**src/rtl/demux1to16_stream_pkg.sv**
```systemverilog
// Shared types and constants for the demux1to16_stream stream demultiplexer.
// The optional skid stage (macro DEMUX_SKID_EN) uses ST_TWO; the default build
// only ever visits ST_EMPTY and ST_ONE.
package demux_pkg;

  typedef enum logic [1:0] {
    ST_EMPTY,
    ST_ONE,
    ST_TWO
  } demux_state_t;

  localparam logic [7:0] ERR_CNT_MAX = 8'd255;

endpackage

```
**src/rtl/demux1to16_stream_if.sv**
```systemverilog
// Handshake bundle between one producer, the demultiplexer and NUM_OUT consumers.
// The slave modport is the demultiplexer's view; master is the environment's.
interface demux1to16_stream_if #(
  parameter int DATA_W  = 8,
  parameter int NUM_OUT = 16,
  parameter int SEL_W   = 4
);
  logic               in_valid;
  logic               in_ready;
  logic [DATA_W-1:0]  in_data;
  logic [SEL_W-1:0]   in_sel;
  logic [NUM_OUT-1:0] out_valid;
  logic [NUM_OUT-1:0] out_ready;
  logic [DATA_W-1:0]  out_data;
  logic               sel_err;
  logic [7:0]         err_cnt;

  modport slave (
    input  in_valid, in_data, in_sel, out_ready,
    output in_ready, out_valid, out_data, sel_err, err_cnt
  );

  modport master (
    output in_valid, in_data, in_sel, out_ready,
    input  in_ready, out_valid, out_data, sel_err, err_cnt
  );
endinterface

```
**src/rtl/demux1to16_stream_slot.sv**
```systemverilog
// One {data, dest} holding register. Load takes priority over clear; clear
// zeroes the slot so an empty head drives a quiet data bus.
module demux_slot #(
  parameter int DATA_W = 8,
  parameter int SEL_W  = 4
) (
  input  logic              clk,
  input  logic              rst_n,
  input  logic              load,
  input  logic              clear,
  input  logic [DATA_W-1:0] d_data,
  input  logic [SEL_W-1:0]  d_dest,
  output logic [DATA_W-1:0] q_data,
  output logic [SEL_W-1:0]  q_dest
);

  // Slot contents: load new word, clear on empty, else hold.
  always_ff @(posedge clk or negedge rst_n) begin
    if (!rst_n) begin
      q_data <= '0;
      q_dest <= '0;
    end else if (load) begin
      q_data <= d_data;
      q_dest <= d_dest;
    end else if (clear) begin
      q_data <= '0;
      q_dest <= '0;
    end
  end

endmodule

```
**src/rtl/demux1to16_stream.sv**
```systemverilog
// Registered 1-to-NUM_OUT stream demultiplexer. Each accepted word is steered
// to the channel named by in_sel one cycle later; words with an out-of-range
// in_sel are swallowed, flagged on sel_err and counted in err_cnt.
// Optional macro DEMUX_SKID_EN adds a skid slot so in_ready is a pure register
// output (no out_ready -> in_ready combinational path).
module demux1to16_stream
  import demux_pkg::*;
#(
  parameter int DATA_W  = 8,
  parameter int NUM_OUT = 16,
  parameter int SEL_W   = 4
) (
  input logic               clk,
  input logic               rst_n,
  demux1to16_stream_if.slave bus
);

  function automatic logic [7:0] sat_inc(input logic [7:0] v);
    return (v == ERR_CNT_MAX) ? v : v + 8'd1;
  endfunction

  demux_state_t      state, state_nx;
  logic              sel_ok, acc, push, drain;
  logic              head_load, head_clr;
  logic [DATA_W-1:0] head_data, head_d_data;
  logic [SEL_W-1:0]  head_dest, head_d_dest;
  logic              sel_err_q;
  logic [7:0]        err_cnt_q;

  assign sel_ok = 32'(bus.in_sel) < NUM_OUT;
  assign acc    = bus.in_valid & bus.in_ready;
  assign push   = acc & sel_ok;

  // A word can only leave through the single asserted valid bit.
  assign bus.out_valid = (state != ST_EMPTY) ? (NUM_OUT'(1) << head_dest) : '0;
  assign bus.out_data  = head_data;
  assign drain         = |(bus.out_valid & bus.out_ready);
  assign bus.sel_err   = sel_err_q;
  assign bus.err_cnt   = err_cnt_q;

`ifdef DEMUX_SKID_EN
  logic              skid_load, head_from_skid;
  logic [DATA_W-1:0] skid_data;
  logic [SEL_W-1:0]  skid_dest;

  assign bus.in_ready = (state != ST_TWO);
  assign head_d_data  = head_from_skid ? skid_data : bus.in_data;
  assign head_d_dest  = head_from_skid ? skid_dest : bus.in_sel;

  demux_slot #(.DATA_W(DATA_W), .SEL_W(SEL_W)) u_skid (
    .clk    (clk),
    .rst_n  (rst_n),
    .load   (skid_load),
    .clear  (1'b0),
    .d_data (bus.in_data),
    .d_dest (bus.in_sel),
    .q_data (skid_data),
    .q_dest (skid_dest)
  );
`else
  assign bus.in_ready = (state == ST_EMPTY) | drain;
  assign head_d_data  = bus.in_data;
  assign head_d_dest  = bus.in_sel;
`endif

  demux_slot #(.DATA_W(DATA_W), .SEL_W(SEL_W)) u_head (
    .clk    (clk),
    .rst_n  (rst_n),
    .load   (head_load),
    .clear  (head_clr),
    .d_data (head_d_data),
    .d_dest (head_d_dest),
    .q_data (head_data),
    .q_dest (head_dest)
  );

  // Occupancy state register.
  always_ff @(posedge clk or negedge rst_n) begin
    if (!rst_n) state <= ST_EMPTY;
    else        state <= state_nx;
  end

  // Next occupancy and slot steering; simultaneous drain and push refill the head with no bubble.
  always_comb begin
    state_nx  = state;
    head_load = 1'b0;
    head_clr  = 1'b0;
`ifdef DEMUX_SKID_EN
    skid_load      = 1'b0;
    head_from_skid = 1'b0;
`endif
    unique case (state)
      ST_EMPTY: begin
        if (push) begin
          state_nx  = ST_ONE;
          head_load = 1'b1;
        end
      end
      ST_ONE: begin
        if (push && drain) begin
          head_load = 1'b1;
        end else if (push) begin
`ifdef DEMUX_SKID_EN
          state_nx  = ST_TWO;
          skid_load = 1'b1;
`else
          head_load = 1'b1;
`endif
        end else if (drain) begin
          state_nx = ST_EMPTY;
          head_clr = 1'b1;
        end
      end
`ifdef DEMUX_SKID_EN
      ST_TWO: begin
        if (drain) begin
          state_nx       = ST_ONE;
          head_load      = 1'b1;
          head_from_skid = 1'b1;
        end
      end
`endif
      default: state_nx = ST_EMPTY;
    endcase
  end

  // Dropped-word pulse and saturating drop counter.
  always_ff @(posedge clk or negedge rst_n) begin
    if (!rst_n) begin
      sel_err_q <= 1'b0;
      err_cnt_q <= '0;
    end else begin
      sel_err_q <= acc & ~sel_ok;
      if (acc && !sel_ok) err_cnt_q <= sat_inc(err_cnt_q);
    end
  end

endmodule

```
**src/flat_wrapper.sv**
```systemverilog
// flat-port wrapper written by rule: the top's interface ports become plain ports
module demux1to16_stream_flat import demux_pkg::*;
#(
  parameter int DATA_W  = 8,
  parameter int NUM_OUT = 16,
  parameter int SEL_W   = 4
)
  (clk, rst_n, bus_in_valid, bus_in_data, bus_in_sel, bus_out_ready, bus_in_ready, bus_out_valid, bus_out_data, bus_sel_err, bus_err_cnt);
  demux1to16_stream_if #(.DATA_W(DATA_W), .NUM_OUT(NUM_OUT), .SEL_W(SEL_W)) bus_i ();
  input logic clk;
  input logic rst_n;
  input wire logic [$bits(bus_i.in_valid)-1:0] bus_in_valid;
  input wire logic [$bits(bus_i.in_data)-1:0] bus_in_data;
  input wire logic [$bits(bus_i.in_sel)-1:0] bus_in_sel;
  input wire logic [$bits(bus_i.out_ready)-1:0] bus_out_ready;
  output wire logic [$bits(bus_i.in_ready)-1:0] bus_in_ready;
  output wire logic [$bits(bus_i.out_valid)-1:0] bus_out_valid;
  output wire logic [$bits(bus_i.out_data)-1:0] bus_out_data;
  output wire logic [$bits(bus_i.sel_err)-1:0] bus_sel_err;
  output wire logic [$bits(bus_i.err_cnt)-1:0] bus_err_cnt;
  assign bus_i.in_valid = bus_in_valid;
  assign bus_i.in_data = bus_in_data;
  assign bus_i.in_sel = bus_in_sel;
  assign bus_i.out_ready = bus_out_ready;
  assign bus_in_ready = bus_i.in_ready;
  assign bus_out_valid = bus_i.out_valid;
  assign bus_out_data = bus_i.out_data;
  assign bus_sel_err = bus_i.sel_err;
  assign bus_err_cnt = bus_i.err_cnt;
  demux1to16_stream #(.DATA_W(DATA_W), .NUM_OUT(NUM_OUT), .SEL_W(SEL_W)) u_core (.clk(clk), .rst_n(rst_n), .bus(bus_i));
endmodule
```
**config.mk**
```make
export PLATFORM = sky130hd
export DESIGN_NAME = demux1to16_stream_flat
export DESIGN_NICKNAME = d
export VERILOG_FILES = /design/src/rtl/demux1to16_stream_pkg.sv /design/src/rtl/demux1to16_stream_if.sv /design/src/rtl/demux1to16_stream_slot.sv /design/src/rtl/demux1to16_stream.sv /design/src/flat_wrapper.sv
export SDC_FILE = /design/constraint.sdc
export NUM_CORES = 1
export LEC_CHECK = 0
export CORE_ASPECT_RATIO = 0.8
export CORE_UTILIZATION = 36
export DETAILED_ROUTE_END_ITERATION = 16
export GPL_TIMING_DRIVEN = 0
export PLACE_DENSITY = 0.85
export SLEW_MARGIN = 10
export SYNTH_ARGS = -nofsm -noshare
export SYNTH_HDL_FRONTEND = slang
export SYNTH_HIERARCHICAL = 1
export SYNTH_SLANG_ARGS = --single-unit
```
**constraint.sdc**
```tcl
create_clock -name clk -period 5.4 [get_ports clk]
set_input_delay 1.08 -clock clk [delete_from_list [all_inputs] [get_ports clk]]
set_output_delay 1.08 -clock clk [all_outputs]
set_load 0.03 [all_outputs]
```
# Yosys cells after proc, flatten, opt, wreduce, memory -nomap -nowiden
# Cells that the tools add are included.
# classes
eq_ne,5
shifts,1
mux,17
bitwise_logic,3
reduce_logical,6
# ops
operator,count
16-bit AND,1
16-bit two-way mux,1
8-bit two-way mux,2
16-bit OR reduction,1
1-bit by 4-bit left shift with 16-bit output (first input constant),1
2-bit two-way mux,4
4-bit two-way mux,2
1-bit two-way mux,6
2-bit by 1-bit != test with 1-bit output (second input constant),2
2-bit != test (second input constant),2
2-bit one-hot mux with 2 select lines,1
4-bit AND reduction,1
2-bit nonzero test,2
2-bit by 1-bit equality test with 1-bit output (second input constant),1
2-bit zero test,1
1-bit one-hot mux with 2 select lines,1
1-bit AND,1
1-bit logical AND,1
1-bit bitwise OR,1
# word_totals
register_bits,14
out_inout_bits,34

# Depth between registers and ports, before layout
# Gate-level depths: netlist of the first run.
# depth
word_depth,11
ltp_mapped,9
mapped_depth_nobuf,7

# Hierarchy
# The synthesis of the first run kept the hierarchy.
# modules_own_cells
module,n_inst,cells_per_inst,area_per_inst_um2,seq_area_each_um2
demux1to16_stream,1,61,427.9,25.0
demux_slot,1,27,427.9,300.3

# Worst setup path before layout of the first run
# No wires, ideal clock.
# synth_path
kind,in2out
from,input port bus_out_ready[12]
to,output port bus_in_ready
t_arrival_ps,2206
slack_ps,2114
path_stages,5
n_path_buf,0
cell_sequence,or3b_2 -> o22ai_1 -> a221o_1 -> a211oi_2 -> nand4_1
# synth_between
elab_chain_len,3
# synth_rtl
item,line,text
from (decl),flat_wrapper.sv:15,input wire logic [$bits(bus_i.out_ready)-1:0] bus_out_ready;
16-bit AND,demux1to16_stream.sv:37,assign drain = |(bus.out_valid & bus.out_ready);
16-bit OR reduction,demux1to16_stream.sv:37,
1-bit bitwise OR,demux1to16_stream.sv:61,assign bus.in_ready = (state == ST_EMPTY) | drain;
to (decl),flat_wrapper.sv:16,output wire logic [$bits(bus_i.in_ready)-1:0] bus_in_ready;
# No other way between the ends.

# Final worst setup path of the first run
# Ends and elaborated chain as after synthesis.

==> results of run 1 <==
## path summary, 6_finish.rpt
check,from,to,depth (start not counted)
setup / recovery,bus_out_ready[12],bus_in_ready,7
hold / removal,u_core/u_head/q_data[2]$_DFFE_PN0P_,u_core/u_head/q_data[2]$_DFFE_PN0P_,1
setup reg to reg,u_core/u_head/q_dest[3]$_DFFE_PN0P_,u_core/u_head/q_data[3]$_DFFE_PN0P_,7
hold reg to reg,u_core/u_head/q_data[2]$_DFFE_PN0P_,u_core/u_head/q_data[2]$_DFFE_PN0P_,1
max in group asynchronous,rst_n,u_core/u_head/q_data[6]$_DFFE_PN0P_,1
min in group asynchronous,rst_n,u_core/u_head/q_data[0]$_DFFE_PN0P_,1
## flip-flops by register name, summed over array words and instances (netlist names)
name                  count
u_core/u_head/q_data      8
u_core/u_head/q_dest      4
u_core/state              1
## logic make-up after synthesis
family / synth area share (%)
AOI/OAI and AO/OA: 21.9
buffers and inverters: 15.1
DFF: 38.0
muxes: 5.85
other: 0.438
and+or+nand+nor: 18.7
## placed cells by master, fill, tap and decap left out, drive strengths merged
cell type and instances:
a211oi 1, a221o 1, a22o 12, a311oi 1, a41o 1, a41oi 1
buf 14, clkbuf 4, clkdlybuf4s50 55, conb 9, dfrtp 13, inv 3
mux2i 5, nand2 2, nand2b 2, nand3 1, nand3b 3, nand4 1
nor2 14, nor3 5, o21ai 1, o22ai 2, o32ai 1, or3 2
or3b 1
## metal layers
metal  up-vias  part of all wire (%)  global-route usage, %
li1        442                     -                      -
met1       430                    40                   25.5
met2        57                    50                   29.6
met3         0                    10                   4.83
met4         0                     0                   2.93
met5         -                     0                      0
## power by group
group | total (mW) | switching (mW) | internal (mW) | leakage, nW
logic | 0.540 | 0.293 | 0.246 | 0.464
registers | 0.180 | 0.0390 | 0.141 | 0.162
clock network | 0.0604 | 0.0317 | 0.0286 | 0.0150
total | 0.780 | 0.364 | 0.416 | 0.642
## worst max-delay path, cell delays in order
cell	delay, ns
clkdlybuf4s50_1	0.45
or3b_2	0.43
o22ai_1	0.15
a221o_1	0.16
a211oi_2	0.07
nand4_1	0.11
clkdlybuf4s50_1	0.68
## layout make-up
cell class / count / area, um2 / area share, %
tap: 25 / 31.3 / 2.09
timing repair buffer: 55 / 551 / 36.9
sequential: 13 / 325 / 21.8
clock buffer: 4 / 26.3 / 1.76
inverter: 3 / 11.3 / 0.754
buffer: 14 / 118 / 7.87
multi-input combinational: 66 / 432 / 28.9
==> metrics.cfg, run 1 <==
[run_status]
outcome = complete, no violations

[global_routing]
track_usage_pct = 18.4
via_count_of_the_first_global_routing_pass = 789
grt_max_degree = 14
number_of_antenna_violations_at_the_first_check_in_global_routing = 0
grt_pass1_wl_mm = 3.68
overflow = 0

[timing]
min_period_over_period_pct = 78.1
final_max_tran_viols = 0
max_slew_margin_vs_limit_pct = 61.6
worst-slew-pin-transition_ns = 0.574
hold-worst-slack_ns = 0.502
final.min_clock_period_ns = 4.21
maxClockFrequency_mhz = 237
unrepaired_setup_endpoints_after_global_routing = false
hold_viol_final = 0
postLayoutSetupSlackWorst_ns = 1.19
finalClockSkew_ns = 0.000671
setup_viol = 0
tns_ns = 0

[clocking]
max-clock-path-buffers = 2
cts_buffers = 3
cts-resized-gates = 0
tritoncts = yes
clock_latency_on_the_worst_skew_pair_ns = 0.27
cts.clk_slew.worst_paths_ns = 0.08
post-cts-setup-buffer-count = 0
cts-hold-fix-buffers = 0
h_tree_levels = 1
root_buffer = clkbuf_4
clkSinkCount = 13

[cells_and_area]
diodes = 0
utilization_pct = 68.0
share_of_cells_above_drive_strength_1_pct = 14.8
finalInstanceArea_mm2 = 0.00149
syn_to_final_growth_pct = 74.6
layout.nets = 187
n_fill_cell = 175
finish.cell_count_without_fillers = 180

[synthesis]
synth.distinct_cells = 29
yosys_warnings = 6
most_used_dff_post_synth = dfrtp_1
post_synth_most_frequent_cells = dfrtp_1 (13), nor2_1 (13), a22o_1 (12)
synth-seq-area-share_pct = 38.0
area_share_of_the_largest_cell_type_after_synthesis_pct = 38.0
synth.cell_area_um2 = 856
async_flop_share_pct = 100
avgSynthCellArea_um2 = 9.73
ys_top_cells_by_area = dfrtp_1 (38%), a22o_1 (12%), buf_4 (7.9%), mux2i_1 (5.8%), nor2_1 (5.7%)
yosys_register_bits = 13
yosysTopAreaCell = dfrtp_1
synth_edf_count = 0
synthesis.instances = 88

[detailed_routing]
drt_wl_total_mm = 2.29
drtAntennaViolNets = 0
first_pass_iters = 4
detail_route.vias_per_cell = 5.16
routedWlPerCell_um = 12.7
route.vias.total = 929
drc = 0
drtIter0Drc = 48

[setup_path]
setup.worst_path.end_class = output pin
cp_data_required_time_ns = 4.32
rrSetupSlack_ns = 2.98
crit_arrival_ns = 3.13
critical_path.startpoint_type = input port
max_fo_critical_path = 4
critical_path_class = in2out

[floorplan]
io-pin-count = 65
die-height_um = 45.6
die_width_um = 56.5
floorplan.die_area_mm2 = 0.00258
core_mm2 = 0.00220
row_count = 15
start_util_pct = 39.0

[power_and_ir_drop]
finalPower_uw = 780
power-per-cell-area_mw_per_mm2 = 522
ir_worst_vdd_mv = 0.324
cellLeakagePower_nw = 0.642

[place]
dp.cells = 176
placement.cell_area_mm2 = 0.00147
detailed_place_hpwl_mm = 1.83
gp_congestion = 0.828
port_buffers = 55
detailedPlace.worstSlack_ns = 1.20

[job]
max_cap_violations = 0

[worst_hold_path]
hp-class = reg2reg

No activity file was read; power rests on OpenSTA's default activity.
==> inputs of run 2 (changes only) <==
--- a/config.mk
+++ b/config.mk
@@ -6,10 +6,10 @@
 export NUM_CORES = 1
 export LEC_CHECK = 0
 export CORE_ASPECT_RATIO = 0.8
-export CORE_UTILIZATION = 36
+export CORE_UTILIZATION = 33
 export DETAILED_ROUTE_END_ITERATION = 16
 export GPL_TIMING_DRIVEN = 0
-export PLACE_DENSITY = 0.85
+export PLACE_DENSITY = 0.79
 export SLEW_MARGIN = 10
 export SYNTH_ARGS = -nofsm -noshare
 export SYNTH_HDL_FRONTEND = slang
==> constraint.sdc (replaced) <==
create_clock -name clk -period 3.9 [get_ports clk]
set_input_delay 0.78 -clock clk [delete_from_list [all_inputs] [get_ports clk]]
set_output_delay 0.78 -clock clk [all_outputs]
set_load 0.03 [all_outputs]
==> run 2 against run 1 <==
  * Clock power increased by 35%
  * Combinational power increased by 39%
  * Die area increased by 8.7%
==> metrics.cfg, run 2 (synthesis results as in run 1) <==
[floorplan]
io-pin-count = 65  ; unchanged
die-height_um = 47.6  ; +4.3%
die_width_um = 58.9  ; +4.3%
floorplan.die_area_mm2 = 0.00280  ; +8.7%
start_util_pct = 35.0  ; -3.9 points
core_mm2 = 0.00244  ; +11%
row_count = 16  ; +1

[setup_path]
cp_slowest_stage_delay_ns = 0.67  ; about the same
path_common_cell = clkdlybuf4s50_1
crit_chain = clkdlybuf4s50_1, or3b_2, o22ai_1, a221o_1, a211oi_2, nand4_1, clkdlybuf4s50_1
critical_path_class = in2out
critPathSlowestCell = clkdlybuf4s50_1
cp_data_required_time_ns = 3.12  ; -1.20 ns
max_fo_critical_path = 4  ; unchanged
rr_worst_depth = 8  ; +1
critical_path.startpoint_type = input port
setup.worst_path.end_class = output pin
crit_arrival_ns = 2.82  ; -0.31 ns

[detailed_routing]
drt_wl_total_mm = 2.37  ; +3.4%
routedWlPerCell_um = 12.4  ; -2.5%
route.vias.total = 907  ; -2.4%
detail_route.vias_per_cell = 4.75  ; -8.0%
drc = 0  ; unchanged
drtAntennaViolNets = 0  ; unchanged
drtIter0Drc = 50  ; +4.2%
first_pass_iters = 4  ; unchanged

[timing]
maxClockFrequency_mhz = 277
hold_viol_final = 0  ; unchanged
tns_ns = 0  ; unchanged
postLayoutSetupSlackWorst_ns = 0.296  ; -0.889 ns
max_slew_margin_vs_limit_pct = 63.8  ; +2.2 points
min_period_over_period_pct = 92.4
finalClockSkew_ns = 0.00436  ; +0.00369 ns
unrepaired_setup_endpoints_after_global_routing = false
final_max_tran_viols = 0  ; unchanged
worst-slew-pin-transition_ns = 0.542  ; -0.0325 ns
final.min_clock_period_ns = 3.60
setup_viol = 0  ; unchanged

[place]
detailedPlace.worstSlack_ns = 0.286  ; -0.909 ns
port_buffers = 55  ; unchanged
detailed_place_hpwl_mm = 1.88  ; +2.6%
gp_congestion = 0.777  ; -6.1%

[power_and_ir_drop]
ir_worst_vdd_mv = 0.435  ; +34%
cellLeakagePower_nw = 0.642  ; unchanged
power-per-cell-area_mw_per_mm2 = 716  ; +37%

[clocking]
post-cts-setup-buffer-count = 0  ; unchanged
tritoncts = yes
cts-hold-fix-buffers = 0  ; unchanged
clkSinkCount = 13  ; unchanged
cts_buffers = 3  ; unchanged
clock_latency_on_the_worst_skew_pair_ns = 0.27  ; about the same
h_tree_levels = 1  ; unchanged
cts-resized-gates = 0  ; unchanged
root_buffer = clkbuf_4
cts.clk_slew.worst_paths_ns = 0.07  ; about the same
max-clock-path-buffers = 2  ; unchanged

[cells_and_area]
most-common-layout-cells = clkdlybuf4s50_1 (55), nor2_1 (13), dfrtp_1 (13)
final_common_cell = clkdlybuf4s50_1
biggestRegsByFlops = u_core/u_head/q_data: 8 flops, u_core/u_head/q_dest: 4 flops, u_core/state: 1 flops
share_of_cells_above_drive_strength_1_pct = 14.8  ; unchanged
largest_register_ffs = 8  ; unchanged
max_flop_register = u_core/u_head/q_data
syn_to_final_growth_pct = 76.2
layout.nets = 187  ; unchanged
n_fill_cell = 210  ; +20%
diodes = 0  ; unchanged

[global_routing]
via_count_of_the_first_global_routing_pass = 844  ; +7.0%
track_usage_pct = 17.6  ; -0.79 points
grt_max_degree = 14  ; unchanged
grt_pass1_wl_mm = 3.65  ; -0.73%
overflow = 0  ; unchanged
number_of_antenna_violations_at_the_first_check_in_global_routing = 0  ; unchanged

[run_status]
outcome = complete, no violations

[worst_hold_path]
hold-path-cell-count = 1  ; unchanged
hp-class = reg2reg

[job]
max_cap_violations = 0  ; unchanged

run 2: cell counts in the layout (fill, tap and decap cells not counted):
No cell type changed its count.
run 2: final timing paths:
check / start / end / slack [ns]
max reg2reg: u_core/u_head/q_dest[3]$_DFFE_PN0P_ / u_core/u_head/q_data[5]$_DFFE_PN0P_ / 1.47
min: u_core/u_head/q_data[0]$_DFFE_PN0P_ / u_core/u_head/q_data[0]$_DFFE_PN0P_ / 0.50
min in group asynchronous: rst_n / u_core/u_head/q_data[5]$_DFFE_PN0P_ / 0.86
max: bus_out_ready[12] / bus_in_ready / 0.30
min reg2reg: u_core/u_head/q_data[0]$_DFFE_PN0P_ / u_core/u_head/q_data[0]$_DFFE_PN0P_ / 0.50
max in group asynchronous: rst_n / u_core/u_head/q_data[3]$_DFFE_PN0P_ / 2.68
run 2: area by class of cell:
| type | count | area, um2 | area share, % |
|---|---|---|---|
| inverters | 3 | 11.3 | 0.747 |
| well taps | 36 | 45.0 | 2.99 |
| flip-flops and latches | 13 | 325 | 21.6 |
| multi-input cells | 66 | 432 | 28.6 |
| plain buffers | 14 | 118 | 7.80 |
| clock buffers | 4 | 26.3 | 1.74 |
| repair buffers | 55 | 551 | 36.5 |
run 2: power breakdown:
part | total, mW | switching [mW] | leakage (nW) | internal (mW)
combinational | 0.748 | 0.407 | 0.464 | 0.341
sequential | 0.249 | 0.0539 | 0.162 | 0.195
clock | 0.0815 | 0.0419 | 0.0150 | 0.0396
run 2: per-layer routing:
metal	vias to the layer above	GRT usage (%)	part of all wire [%]
li1	440	-	-
met1	414	20.8	43
met2	53	31.1	45
met3	0	5.68	12
met4	0	5.71	0
met5	-	0	0
run 2: per-stage QoR:
stage | std cells | total power, mW | instance area, um2 | hold WS (ns) | util, %
6_report | 191 | 1.08 | 1510 | 0.500 | 61.7
5_1_grt | 191 | 1.15 | 1510 | 0.521 | 61.7
4_1_cts | 191 | 1.09 | 1510 | 0.502 | 61.7
3_5_place_dp | 187 | 0.998 | 1480 | 0.479 | 60.7
3_3_place_gp | 187 | 0.983 | 1480 | 0.483 | 60.7
2_1_floorplan | 96 | 0.743 | 886 | 0.484 | -
run 2: worst max-delay path: cells and delay by family:
family                 cells  cell delay (ns)
AOI/OAI and AO/OA          3             0.38
buffers and inverters      2             1.12
and+or+nand+nor            2             0.53
